### src/rtl/booth_mult.sv
// Iterative 32x32 signed radix-2 Booth multiplier: one iteration per clock.
// Latency 32 cycles from the start edge to the HI/LO update. A held request completes only once.
// Dropping the request mid-run aborts it. Results persist until the next multiply completes.
module booth_mult (
    input  logic        clk,
    input  logic        reset,
    input  logic        multOp,
    input  logic [31:0] multiplicand,
    input  logic [31:0] multiplier,
    output logic [31:0] mult_hi,
    output logic [31:0] mult_lo,
    output logic        mult_busy,
    output logic        mult_done
);

    typedef enum logic [1:0] {
        S_IDLE,
        S_BUSY,
        S_DONE,
        S_WAIT
    } state_t;

    state_t      state_q, state_d;
    logic [32:0] m_q, m_d;
    logic [65:0] p_q, p_d;
    logic [4:0]  cnt_q, cnt_d;
    logic [31:0] hi_q, hi_d;
    logic [31:0] lo_q, lo_d;
    logic        busy_q, busy_d;
    logic        done_q, done_d;

    logic [32:0] acc;
    logic [65:0] p_step;

    // 33-bit accumulator keeps subtracting M = -2^31 from overflowing.
    always_comb begin
        acc = p_q[65:33];
        case (p_q[1:0])
            2'b01:   acc = p_q[65:33] + m_q;
            2'b10:   acc = p_q[65:33] - m_q;
            default: acc = p_q[65:33];
        endcase
        p_step = {acc[32], acc, p_q[32:1]};
    end

    always_comb begin
        state_d = state_q;
        m_d     = m_q;
        p_d     = p_q;
        cnt_d   = cnt_q;
        hi_d    = hi_q;
        lo_d    = lo_q;
        busy_d  = busy_q;
        done_d  = 1'b0;
        case (state_q)
            S_IDLE: begin
                if (multOp) begin
                    m_d     = {multiplicand[31], multiplicand};
                    p_d     = {33'b0, multiplier, 1'b0};
                    cnt_d   = 5'd0;
                    busy_d  = 1'b1;
                    state_d = S_BUSY;
                end
            end
            S_BUSY: begin
                // The final iteration completes even if the request drops on that edge.
                if (cnt_q == 5'd31) begin
                    p_d     = p_step;
                    cnt_d   = cnt_q + 5'd1;
                    hi_d    = p_step[64:33];
                    lo_d    = p_step[32:1];
                    busy_d  = 1'b0;
                    done_d  = 1'b1;
                    state_d = S_DONE;
                end else if (!multOp) begin
                    busy_d  = 1'b0;
                    state_d = S_IDLE;
                end else begin
                    p_d   = p_step;
                    cnt_d = cnt_q + 5'd1;
                end
            end
            S_DONE: begin
                state_d = multOp ? S_WAIT : S_IDLE;
            end
            S_WAIT: begin
                if (!multOp) begin
                    state_d = S_IDLE;
                end
            end
            default: begin
                busy_d  = 1'b0;
                state_d = S_IDLE;
            end
        endcase
    end

    always_ff @(posedge clk or posedge reset) begin
        if (reset) begin
            state_q <= S_IDLE;
            m_q     <= '0;
            p_q     <= '0;
            cnt_q   <= '0;
            hi_q    <= '0;
            lo_q    <= '0;
            busy_q  <= 1'b0;
            done_q  <= 1'b0;
        end else begin
            state_q <= state_d;
            m_q     <= m_d;
            p_q     <= p_d;
            cnt_q   <= cnt_d;
            hi_q    <= hi_d;
            lo_q    <= lo_d;
            busy_q  <= busy_d;
            done_q  <= done_d;
        end
    end

    assign mult_hi   = hi_q;
    assign mult_lo   = lo_q;
    assign mult_busy = busy_q;
    assign mult_done = done_q;

endmodule

### config.mk
export PLATFORM = sky130hd
export DESIGN_NAME = booth_mult
export DESIGN_NICKNAME = d
export VERILOG_FILES = /design/src/rtl/booth_mult.sv
export SDC_FILE = /design/constraint.sdc
export NUM_CORES = 1
export LEC_CHECK = 0
export CORE_ASPECT_RATIO = 0.5
export CORE_MARGIN = 2
export CORE_UTILIZATION = 55
export DETAILED_ROUTE_END_ITERATION = 6
export GPL_TIMING_DRIVEN = 0
export PLACE_DENSITY = 0.89
export SYNTH_ARGS = -nofsm -noshare
export SYNTH_HDL_FRONTEND = slang
export SYNTH_SLANG_ARGS = --single-unit
### constraint.sdc
create_clock -name clk -period 11.7 [get_ports clk]
set_clock_uncertainty 0.2 [all_clocks]
set_input_delay 3.51 -clock clk [delete_from_list [all_inputs] [get_ports clk]]
set_output_delay 3.51 -clock clk [all_outputs]
set_load 0.03 [all_outputs]
==> impl_metrics.json, run 1 <==
{
  "setup_violations": 0,
  "place_congestion": 0.938,
  "critPathLaunchType": "primary input",
  "overflow": 0,
  "synth_top_area_share": 0.462,
  "r2r-start": "m_q[3]",
  "cp.arrival_ns": 5.71,
  "slowest_delay_ns": 0.55,
  "ir_drop_mv": 0.129,
  "setup_slack_ns": 6.11,
  "max_slew_margin": 0.440,
  "power.internal_w": 0.00141,
  "cts_buffers": 17,
  "crit_type": "in -> reg",
  "path_max_fanout": 10,
  "timing.setup.tns_ns": 0,
  "holdWs_ns": 0.276,
  "dp.cells": 1347,
  "clk_latency_ns": 0.44,
  "fmax_mhz": 179,
  "cp-endpoint": "m_q[16]",
  "via_count": 8012,
  "dp_hpwl_um": 17600,
  "power_frac_clock": 0.242,
  "multi_input_area_um2": 4670,
  "async_flop_share": 1.00,
  "cap_viol_max_count": 0,
  "std_cell_rows": 33,
  "clk_pin_slew_ns": 0.07,
  "finalCritPeriodShare": 0.478,
  "path_delay_family": "buffers and inverters",
  "critPathSlowestCell": "buf_1",
  "htree_levels": 4,
  "pre_cts_slack_ns": 5.72,
  "mostFrequentLayoutCells": "dfrtp_1 (170), nand2_1 (159), clkdlybuf4s50_1 (132)",
  "synth_top_area_cell": "dfrtp_1",
  "hold_viol": 0,
  "cp_data_required_time_ns": 11.81,
  "r2r_end": "mult_hi[31]",
  "antenna_left": 0,
  "ys_ff_latch": 170,
  "antenna_found_initial": 0,
  "dieHeight_um": 95.5,
  "cp.depth": 7,
  "worstMarginPinSlew_ns": 0.840,
  "initial_core_util": 0.562,
  "ioPinCount": 133,
  "diodes": 0,
  "path_cells": "clkdlybuf4s50_1 > inv_1 > nor2_1 > nor2_1 > nor2_1 > buf_1 > mux2_2",
  "power_leakage_nw": 5.03,
  "worst-r2r-cell-count": 17,
  "wl_per_cell_um": 17.7,
  "p_seq_frac": 0.322,
  "n_fill_cell": 1276,
  "switchingPower_w": 0.000962,
  "maxSlewViolCount": 0,
  "drive_gt1_frac": 0.0946,
  "placement.io_buffers": 132,
  "die_width_um": 187,
  "synth_edf_count": 0,
  "cts_num_sinks": 170,
  "synth_area_um2": 9220,
  "syn_avg_cell_area_um2": 9.34,
  "cts_setup_buffers": 0,
  "dieArea_um2": 17900,
  "cts_buffer_depth": 2,
  "syn_to_final_growth_pct": 24.2,
  "core-area_um2": 16400,
  "first_pass_iters": 5,
  "mostFrequentLayoutCell": "dfrtp_1",
  "hold_path.class": "reg -> reg",
  "drc": 0,
  "p_comb_frac": 0.436,
  "rrSetupSlack_ns": 6.43,
  "viasPerCell": 5.81,
  "drt_iter0_drc": 629,
  "cts_hold_buf": 0,
  "grt_pass1_vias": 7816,
  "rsz0062_at_grt": "false",
  "grt_pass1_wl_um": 39400,
  "path_common_cell": "nor2_1",
  "cts_tree": "yes",
  "netlist_instances": 987,
  "synthTopCellsByArea": "dfrtp_1 (46%), mux2_2 (7.3%), nand2_1 (6.5%)",
  "grt_use_total": 0.281,
  "ys_seq_area_frac": 0.462,
  "cp-startpoint": "multOp",
  "final_util": 0.698,
  "cts-root-buf": "clkbuf_16",
  "grt_max_degree": 129,
  "cellPowerDensity_nw_per_um2": 207,
  "synthFlopType": "dfrtp_1",
  "syn_nets": 1091,
  "yosysWarnings": 0,
  "synth_cell_types": 62,
  "post-route-min-period_ns": 5.59,
  "crit_buf_inv": 3,
  "worstSetupEndpointType": "register",
  "fin_nets": 1243,
  "outcome": "finished, final reports clean",
  "netSwitchingFraction": 0.406,
  "final_cells": 1379,
  "register_area_um2": 4250,
  "cts-resized-gates": 0,
  "routed_wl_um": 24400
}
## layer usage
layer | vias up | global-route usage | wire [um]
li1 | 3763 | - | -
met1 | 3902 | 0.374 | 10800
met2 | 308 | 0.467 | 11400
met3 | 39 | 0.0589 | 1720
met4 | 0 | 0.0906 | 444
met5 | - | 0 | 0
## metrics by stage
stage | instance area (um2) | total power (W)
6_report | 11400 | 0.00237
3_5_place_dp | 10900 | 0.00177
4_1_cts | 11400 | 0.00235
5_1_grt | 11400 | 0.00252
2_1_floorplan | 9220 | 0.00152
3_3_place_gp | 10800 | 0.00174
## state kept, by name, summed over array words and instances, names as in the netlist
signal,count
p_q,65
m_q,32
mult_hi,32
mult_lo,32
cnt_q,5
state_q,2
mult_busy,1
mult_done,1
## cells in the mapped netlist (4+ instances only)
master    count
nand4_1       8
nor2b_1       7
and3_1        5
nor3_1        9
dfrtp_1     170
inv_1        21
xor2_1       13
nand3_1       9
o211ai_1      5
o21a_1        5
a21oi_1      62
o21ai_0      88
xnor2_1      46
clkbuf_1     48
nand2_1     159
nor2_1       94
a21o_1       14
mux2_2       60
buf_1         7
a31oi_1      39
ha_1         36
nor4_1        7
mux2i_1       9
nand2b_1      9
a211oi_1      4
## worst min path at each step
stage | from | to | cells past startpoint
5_1_grt | mult_lo[29] | mult_lo[29] | 1
4_1_cts | mult_hi[16] | mult_hi[16] | 2
2_1_floorplan | cnt_q[4] | cnt_q[4] | 2
6_report | mult_hi[16] | mult_hi[16] | 2
3_5_place_dp | mult_hi[16] | mult_hi[16] | 2
3_3_place_gp | mult_hi[14] | mult_hi[14] | 2
## power by group through the flow
stage               Sequential (W)  Combinational (W)  Clock, W
CTS                       0.000759            0.00101  0.000579
global placement          0.000764           0.000976         0
detailed placement        0.000768            0.00100         0
global route              0.000772            0.00115  0.000605
floorplan                 0.000740           0.000784         0
finish                    0.000762            0.00103  0.000573
## worst reg2reg max path: cells and delay by family (launching register included)
family | cells | cell delay [ns]
multiplexers | 1 | 0.35
AO/OA/AOI/OAI | 5 | 0.87
flip-flops | 1 | 0.43
AND/OR/NAND/NOR | 7 | 2.28
adder cells (fa/ha/maj) | 1 | 0.27
buffers and inverters | 1 | 0.36
XOR/XNOR | 2 | 0.36
## area by class of cell
class,instances,share of cell area
clock inverters,14,0.0131
flip-flops and latches,170,0.372
plain buffers,55,0.0180
multi-input cells,740,0.408
well taps,227,0.0248
repair buffers,133,0.118
clock buffers,18,0.0384
inverters,22,0.00787
## logic make-up after synthesis
kind of cell    after synthesis  share of synthesized area
fa+ha+maj                    37                     0.0511
mux                          70                     0.0846
flops                       170                      0.462
simple gates                329                      0.159
compound gates              245                      0.156
buf+inv                      77                     0.0314
xor+xnor                     59                     0.0561
(Power assumes the default switching activity.)
==> run 2, diff against run 1 <==
--- a/config.mk
+++ b/config.mk
@@ -7,10 +7,10 @@
 export LEC_CHECK = 0
 export CORE_ASPECT_RATIO = 0.5
 export CORE_MARGIN = 2
-export CORE_UTILIZATION = 55
+export CORE_UTILIZATION = 50
 export DETAILED_ROUTE_END_ITERATION = 6
 export GPL_TIMING_DRIVEN = 0
-export PLACE_DENSITY = 0.89
+export PLACE_DENSITY = 0.85
 export SYNTH_ARGS = -nofsm -noshare
 export SYNTH_HDL_FRONTEND = slang
 export SYNTH_SLANG_ARGS = --single-unit
==> constraint.sdc (replaced) <==
create_clock -name clk -period 4.9 [get_ports clk]
set_clock_uncertainty 0.2 [all_clocks]
set_input_delay 1.47 -clock clk [delete_from_list [all_inputs] [get_ports clk]]
set_output_delay 1.47 -clock clk [all_outputs]
set_load 0.03 [all_outputs]
==> run 2 against run 1 <==
Net effect:
- cell area up 1.2%
- sequential share of layout area down 0.45 points
- via count down 0.69%
- global-route usage down 2.5 points
- critical path type is now reg -> reg
- largest cell class unchanged
- count of clock-buffer cells in the layout up 1
- worst setup slack worse by 6.0 ns
- combinational power up 140%
- non-clock buffer count up 3
- die area up 9.7%
- first-iteration DRC count up 1.4%
- worst hold slack better by 0.0034 ns
- sequential power up 140%
==> impl_metrics.json, run 2 (synthesis results as in run 1) <==
{
  "outcome": "finished, final reports clean",
  "cts_buffers": 17,
  "mostFrequentLayoutCells": "dfrtp_1 (170), nand2_1 (159), clkdlybuf4s50_1 (132)",
  "r2r_end": "p_q[63]",
  "slowest_delay_ns": 0.63,
  "min_to": "mult_hi[12]",
  "hold_path.class": "reg -> reg",
  "dp_hpwl_um": 18000,
  "wl_per_cell_um": 17.4,
  "fmax_mhz": 210,
  "critPathLaunchType": "register",
  "initial_core_util": 0.506,
  "cp_data_required_time_ns": 5.05,
  "hold_viol": 0,
  "worst-r2r-cell-count": 15,
  "drc": 0,
  "largest_reg_flops": 65,
  "power_leakage_nw": 5.06,
  "path_max_fanout": 7,
  "cap_viol_max_count": 0,
  "worstSetupEndpointType": "register",
  "r2r-start": "m_q[13]",
  "crit_type": "reg -> reg",
  "grt_use_total": 0.256,
  "cellPowerDensity_nw_per_um2": 494,
  "placed_cell_area_um2": 10900,
  "place_congestion": 0.972,
  "mostFrequentLayoutCell": "dfrtp_1",
  "path_cells": "or4_4 > nor4_4 > a21oi_1 > xnor2_1 > ha_1 > clkbuf_1 > a21o_1 > or3b_1 > a31oi_1 > o31ai_1 > a32o_1 > a221oi_2 > xnor2_1 > mux2i_1 > o21ai_0",
  "placement.io_buffers": 132,
  "finalCritPeriodShare": 0.972,
  "worstMarginPinSlew_ns": 0.823,
  "cts_hold_buf": 0,
  "htree_levels": 4,
  "critPathSlowestCell": "or4_4",
  "routed_wl_um": 24300,
  "dieArea_um2": 19600,
  "maxSlewViolCount": 0,
  "hold_start": "mult_hi[12]",
  "final_util": 0.636,
  "drive_gt1_frac": 0.105,
  "holdPathStages": 2,
  "cts_num_sinks": 170,
  "ir_drop_mv": 0.333,
  "via_count": 7957,
  "path_common_cell": "xnor2_1",
  "core-area_um2": 18200,
  "clk_pin_slew_ns": 0.07,
  "max_slew_margin": 0.451,
  "syn_to_final_growth_pct": 25.7,
  "cp.arrival_ns": 4.92,
  "diodes": 0,
  "die_width_um": 196,
  "grt_pass1_wl_um": 39800,
  "cts_buffer_depth": 2,
  "cts-root-buf": "clkbuf_16",
  "antenna_left": 0,
  "std_cell_rows": 35,
  "grt_max_degree": 45,
  "fin_area_um2": 11600,
  "fin_nets": 1246,
  "drt_iter0_drc": 638,
  "ioPinCount": 133,
  "post-route-min-period_ns": 4.76,
  "overflow": 0,
  "rrSetupSlack_ns": 0.14,
  "antenna_found_initial": 0,
  "viasPerCell": 5.70,
  "cts_tree": "yes",
  "regMostFlops": "p_q",
  "holdWs_ns": 0.279,
  "grt_pass1_vias": 7948,
  "first_pass_iters": 5,
  "n_fill_cell": 1452,
  "clk_latency_ns": 0.44,
  "setup_violations": 0,
  "dieHeight_um": 100
}
-- run 2: worst max-delay path: cells and delay by family (launching register included) --
| kind | cells | cell delay, ns |
|---|---|---|
| AOI/OAI and AO/OA | 7 | 1.64 |
| and+or+nand+nor | 3 | 1.52 |
| DFF | 1 | 0.41 |
| xor gates and xnor gates | 2 | 0.35 |
| adders and majority gates | 1 | 0.25 |
| buffers and inverters | 1 | 0.19 |
| muxes | 1 | 0.10 |
-- run 2: worst max path at each step --
| stage | from | endpoint | slack [ns] | depth (start not counted) |
|---|---|---|---|---|
| 5_1_grt | m_q[3] | p_q[63] | -0.005 | 16 |
| 3_5_place_dp | m_q[3] | mult_hi[24] | -0.21 | 15 |
| 6_report | m_q[13] | p_q[63] | 0.14 | 15 |
| 4_1_cts | m_q[3] | mult_hi[27] | 0.02 | 17 |
| 3_3_place_gp | reset | p_q[45] | -0.25 | 2 |
| 2_1_floorplan | m_q[3] | p_q[63] | 0.65 | 16 |
-- run 2: area by class of cell --
class / count / area (um2) / area share
Multi-Input combinational cell: 740 / 4740 / 0.409
Sequential cell: 170 / 4250 / 0.367
Timing Repair Buffer: 138 / 1420 / 0.122
Tap cell: 240 / 300 / 0.0259
Buffer: 53 / 200 / 0.0173
Clock inverter: 13 / 158 / 0.0136
Inverter: 22 / 86.3 / 0.00745
Clock buffer: 19 / 433 / 0.0374
-- run 2: metal layers --
metal / up-vias / routed length (um) / GRT usage
li1: 3746 / - / -
met2: 275 / 11300 / 0.418
met4: 0 / 449 / 0.0915
met5: - / 0 / 0
met3: 35 / 1620 / 0.0474
met1: 3901 / 11000 / 0.348
-- run 2: per-stage QoR --
| step | cells | total power, W | TNS, ns | setup WS (ns) |
|---|---|---|---|---|
| after floorplan | 987 | 0.00364 | 0 | 0.650 |
| after global placement | 1359 | 0.00415 | -41.59 | -0.250 |
| after detailed placement | 1363 | 0.00424 | -1.08 | -0.212 |
| after CTS | 1395 | 0.00565 | 0 | 0.0243 |
| after global routing | 1395 | 0.00609 | -0.00567 | -0.00526 |
| final | 1395 | 0.00572 | 0 | 0.136 |
-- run 2: timing repair --
| item | 4_1_cts | 5_1_grt |
|---|---|---|
| hold endpoints to repair | 0 | 0 |
| resized for setup | 2 | 13 |
| setup endpoints to repair | 13 | 25 |
| setup buffers | 0 | 2 |
| pin swaps | 0 | 1 |
-- run 2: where the power goes --
part | internal, W | leakage [nW] | total [W] | switching, W
sequential | 0.00161 | 2.19 | 0.00182 | 0.000215
combinational | 0.00104 | 2.59 | 0.00252 | 0.00149
clock | 0.000766 | 0.273 | 0.00138 | 0.000614
